[config.mk]
export PLATFORM = sky130hd
export DESIGN_NAME = mem_arb2
export DESIGN_NICKNAME = d
export VERILOG_FILES = /design/src/rtl/mem_arb2.sv
export SDC_FILE = /design/constraint.sdc
export NUM_CORES = 1
export LEC_CHECK = 0
export BUFFER_PORTS_ARGS = -buffer_cell sky130_fd_sc_hd__buf_4
export CAP_MARGIN = 40
export CORE_AREA = 2 2 110 112
export CTS_BUF_LIST = sky130_fd_sc_hd__clkbuf_4 sky130_fd_sc_hd__clkbuf_8
export CTS_CLUSTER_SIZE = 30
export DETAILED_ROUTE_END_ITERATION = 8
export DIE_AREA = 0 0 112 114
export SYNTH_ARGS = -nofsm -noshare
export SYNTH_HDL_FRONTEND = slang
export SYNTH_SLANG_ARGS = --single-unit
[constraint.sdc]
create_clock -name clk -period 2.8 [get_ports clk]
set_clock_uncertainty 0.1 [all_clocks]
set_input_delay 0.14 -clock clk [delete_from_list [all_inputs] [get_ports clk]]
set_output_delay 0.14 -clock clk [all_outputs]
set_load 0.05 [all_outputs]
[src/rtl/mem_arb2.sv]
// Two-master to one-slave request/response fabric in front of the MEM controller.
// Round-robin request arbitration; read responses are routed back in order via an ID FIFO.
module mem_arb2 #(
  parameter int AW    = 21,
  parameter int DW    = 32,
  parameter int SW    = 4,
  parameter int DEPTH = 4
) (
  input  logic          clk,
  input  logic          rstn,
  input  logic          m0_req_vld,
  input  logic [AW-1:0] m0_req_addr,
  input  logic          m0_req_wr,
  input  logic [SW-1:0] m0_req_dat_strb,
  input  logic [DW-1:0] m0_req_dat,
  output logic          m0_req_gnt,
  output logic          m0_rsp_vld,
  output logic [DW-1:0] m0_rsp_dat,
  input  logic          m0_rsp_gnt,
  input  logic          m1_req_vld,
  input  logic [AW-1:0] m1_req_addr,
  input  logic          m1_req_wr,
  input  logic [SW-1:0] m1_req_dat_strb,
  input  logic [DW-1:0] m1_req_dat,
  output logic          m1_req_gnt,
  output logic          m1_rsp_vld,
  output logic [DW-1:0] m1_rsp_dat,
  input  logic          m1_rsp_gnt,
  output logic          s_req_vld,
  output logic [AW-1:0] s_req_addr,
  output logic          s_req_wr,
  output logic [SW-1:0] s_req_dat_strb,
  output logic [DW-1:0] s_req_dat,
  input  logic          s_req_gnt,
  input  logic          s_rsp_vld,
  input  logic [DW-1:0] s_rsp_dat,
  output logic          s_rsp_gnt,
  output logic          err_orphan
);

  localparam int PW = $clog2(DEPTH) + 1;

  logic             pref;
  logic             lock;
  logic             lock_sel;
  logic             sel;
  logic [PW-1:0]    wp;
  logic [PW-1:0]    rp;
  logic [DEPTH-1:0] id_mem;
  logic             empty;
  logic             full;
  logic             head;
  logic             elig0;
  logic             elig1;
  logic             req_xfer;
  logic             push;
  logic             pop;

  assign empty = (wp == rp);
  assign full  = (wp[PW-1] != rp[PW-1]) && (wp[PW-2:0] == rp[PW-2:0]);
  assign head  = id_mem[rp[PW-2:0]];

  // Reads need a free ID slot; a pop in the same cycle does not count.
  assign elig0 = m0_req_vld && (m0_req_wr || !full);
  assign elig1 = m1_req_vld && (m1_req_wr || !full);

  always_comb begin
    sel = 1'b0;
    if (lock)
      sel = lock_sel;
    else if (elig0 && elig1)
      sel = pref;
    else
      sel = elig1;
  end

  assign s_req_vld      = rstn && (sel ? elig1 : elig0);
  assign s_req_addr     = sel ? m1_req_addr     : m0_req_addr;
  assign s_req_wr       = sel ? m1_req_wr       : m0_req_wr;
  assign s_req_dat_strb = sel ? m1_req_dat_strb : m0_req_dat_strb;
  assign s_req_dat      = sel ? m1_req_dat      : m0_req_dat;

  assign m0_req_gnt = s_req_vld && s_req_gnt && !sel;
  assign m1_req_gnt = s_req_vld && s_req_gnt && sel;

  assign req_xfer = s_req_vld && s_req_gnt;
  assign push     = req_xfer && !s_req_wr;

  // With nothing outstanding the response channel drains and drops orphan beats.
  assign m0_rsp_vld = rstn && s_rsp_vld && !empty && !head;
  assign m1_rsp_vld = rstn && s_rsp_vld && !empty && head;
  assign m0_rsp_dat = s_rsp_dat;
  assign m1_rsp_dat = s_rsp_dat;
  assign s_rsp_gnt  = rstn && (empty || (head ? m1_rsp_gnt : m0_rsp_gnt));
  assign pop        = s_rsp_vld && s_rsp_gnt && !empty;

  always_ff @(posedge clk or negedge rstn) begin
    if (!rstn) begin
      pref       <= 1'b0;
      lock       <= 1'b0;
      lock_sel   <= 1'b0;
      wp         <= '0;
      rp         <= '0;
      id_mem     <= '0;
      err_orphan <= 1'b0;
    end else begin
      if (req_xfer)
        pref <= !sel;
      lock <= s_req_vld && !s_req_gnt;
      if (s_req_vld && !s_req_gnt)
        lock_sel <= sel;
      if (push) begin
        id_mem[wp[PW-2:0]] <= sel;
        wp                 <= wp + PW'(1);
      end
      if (pop)
        rp <= rp + PW'(1);
      if (s_rsp_vld && empty)
        err_orphan <= 1'b1;
    end
  end

endmodule

==> key figures <==
Logic synthesis
  – Post-synth top flop: dfrtp_1
  – Async SR Flop Fraction: 100%
  – Distinct cell type count after synthesis: 36
  – Sequential area share after synthesis: 14.7%
  – Share of the synthesized area in the top cell type: 34.7%
  – Most numerous cell in the Yosys netlist: buf_4
  – Ranking of synthesized cells by area: mux2_4 (35%), buf_4 (20%), dfrtp_1 (15%)
  – Synth warn: 0
  – Post-Syn Nets: 379
  – Cell Area, Synth: 2380 sq um
  – Leading area contributor after synthesis: mux2_4
  – Synthesized area per cell: 10.9 sq um
  – Post-synth EDFFs: 0
  – Synth top cells by count: buf_4 (64), mux2_4 (55), dfrtp_1 (14)
  – Cell count after synthesis: 218
  – Yosys reg bits: 14

Worst setup path
  – Critical path type: reg2out
  – CP top delay family: simple AND/OR/NAND/NOR gates
  – Buf/Inv on CP: 2
  – CP endpoint kind: primary output
  – Crit-path cells: xor2_2, or4_4, a21oi_4, nor2_8, buf_16, mux2_4, buf_4
  – CP required: 2.56 ns
  – Worst Setup Start Kind: flop
  – Slowest CP cell: or4_4
  – Worst-case reg-to-reg path depth: 7
  – Critical Path AT: 2.50 ns
  – Levels on crit path: 7
  – CP peak stage delay: 0.55 ns
  – Crit-path max FO: 38

Global route
  – First-pass GRT wire length: 10600 um
  – Vias in the first global route: 2040
  – Pin count of the biggest net entering global routing: 39
  – Overall routing resource usage: 10.3%
  – Initial antenna violation count: 0
  – Total gr overflow: 0

Place
  – Final Wtd Congestion: 0.796
  – Post-DP HPWL: 6300 um
  – IO Port Bufs: 188
  – Post-Place Cells: 486

STA
  – RSZ-0062 raised after global routing: false
  – Setup_tns: 0 ns
  – Achievable Freq: 364 MHz
  – Setup violations, final: 0
  – Hold Fails Final Rpt: 0
  – Max-slew headroom: 64.6%
  – Minimum clock period after layout: 2.74 ns
  – Max-slew violations: 0
  – Final period util: 98.0%
  – Slew @ Worst Pin: 0.528 ns

Clocking
  – CTS tree: built
  – Setup Buffers After CTS: 0
  – Clock buffer depth: 2
  – Worst-Skew Late Latency: 0.25 ns
  – Clock transition at path regs: 0.06 ns
  – # H-tree levels: 1
  – Total CTS buffers: 3
  – Sink count of the clock tree: 14
  – Root Buffer: clkbuf_8

Drt
  – DRC Markers: 0
  – Wirelength per Cell: 15.0 um
  – Drt first pass iters: 4
  – Total Wirelength: 7360 um
  – Via Count: 2030
  – DR iter-0 viols: 51
  – Routed Antenna Nets: 0
  – Vias/cell: 4.13

Floorplan
  – Starting Density: 20.3%
  – Chip height: 114 um
  – Die X: 112 um
  – Ports: 285
  – Rows: 40
  – CORE AREA: 11700 sq um
  – Die area: 12800 sq um

Power
  – LEAKAGE: 0.00186 uW
  – P per Cell Area: 850 nW/um^2
  – Peak VDD IR: 0.513 mV

Layout
  – Area grow syn2layout: 48.7%
  – Non-filler cells, final: 492
  – Share of layout cells above drive strength 1: 77.7%
  – Nets: 507
  – Ant. Diodes: 0

Outcome
  – Outcome: finished, final reports clean

Hold path
  – Hold Path Depth: 2
  – Hold/Removal Path Class: in2reg

Run
  – Max-cap violation count: 0
## placed cells by master (no fill, tap or decap), types with 3 or more instances in the layout
master and n:
mux2_4 55, dfrtp_1 12, o31ai_1 5, nor2b_1 3
a21oi_1 8, inv_1 7, buf_4 189, ha_1 5
nand2_1 4, xnor2_1 5, mux2_2 5, nor2_1 6
clkbuf_8 4, nand3_1 4
## path summary, 6_finish.rpt
path / start / to / slack, ns
min: s_rsp_vld / err_orphan$_DFFE_PN0P_ / 0.06
min in group asynchronous: rstn / wp[1]$_DFFE_PN0P_ / 0.19
max in group asynchronous: rstn / rp[1]$_DFFE_PN0P_ / 2.19
max: rp[1]$_DFFE_PN0P_ / s_req_dat_strb[2] / 0.06
min reg2reg: err_orphan$_DFFE_PN0P_ / err_orphan$_DFFE_PN0P_ / 0.37
max reg2reg: rp[2]$_DFFE_PN0P_ / wp[1]$_DFFE_PN0P_ / 0.42
## registers in the layout (all words and copies together), names as in the netlist
signal      flops
lock_sel        1
id_mem          4
err_orphan      1
rp              3
wp              3
pref            1
lock            1
## where the power goes
| group | switching (uW) | internal [uW] | total, uW |
|---|---|---|---|
| combinational | 1440 | 1010 | 2450 |
| clock | 75.1 | 124 | 200 |
| sequential | 89.6 | 274 | 363 |
## per-stage QoR
stage | area (sq um) | power, uW | util, % | setup WS [ns] | hold WS [ns]
floorplan | 2380 | 2470 | - | 0.208 | -0.256
global placement | 3430 | 2750 | 29.3 | 0.312 | -0.0832
detailed placement | 3430 | 2780 | 29.3 | 0.267 | -0.0817
CTS | 3510 | 3010 | 30.0 | 0.0288 | 0.0508
global route | 3540 | 3160 | 30.2 | 0.00111 | 0.0610
finish | 3540 | 3010 | 30.2 | 0.0560 | 0.0552
## worst register-to-register path, cell delays in order, from the launching register on
cell and delay (ns):
dfrtp_1 0.39, xnor2_1 0.46, buf_4 0.24, o41ai_1 0.08
nand3_2 0.11, nand4_2 0.27, nor2_1 0.26, mux2_2 0.36
## logic make-up (layout without fill, tap and decap cells)
group / count (synthesis) / in the layout / share of synthesized area, %
compound gates: 22 / 22 / 6.83
xor+xnor: 9 / 9 / 3.31
fa+ha+maj: 5 / 5 / 2.63
buf+inv: 78 / 205 / 26.3
flops: 14 / 14 / 14.7
mux: 62 / 62 / 38.6
simple gates: 28 / 28 / 7.67
## routing by layer
| layer | vias to the layer above | wire length, um | GRT usage, % |
|---|---|---|---|
| met5 | - | 0 | 0 |
| met4 | 0 | 42 | 2.11 |
| met3 | 8 | 880 | 4.68 |
| met2 | 142 | 3530 | 17.0 |
| met1 | 933 | 2900 | 12.6 |
| li1 | 947 | - | - |
## final cells by class
type | instances | area (sq um)
sequential | 14 | 353
clock buffer | 4 | 55.1
timing repair buffer | 193 | 1490
multi-input combinational | 126 | 1430
tap | 147 | 184
fill | 1209 | 8170
inverter | 8 | 30.0
## timing repair
| item | in CTS | in global routing |
|---|---|---|
| hold buffers | 2 | 0 |
| resized for setup | 1 | 5 |
| endpoints found under the hold margin | 15 | 0 |
| pin swaps | 0 | 0 |
| setup endpoints to repair | 1 | 35 |
(Power assumes the default switching activity.)
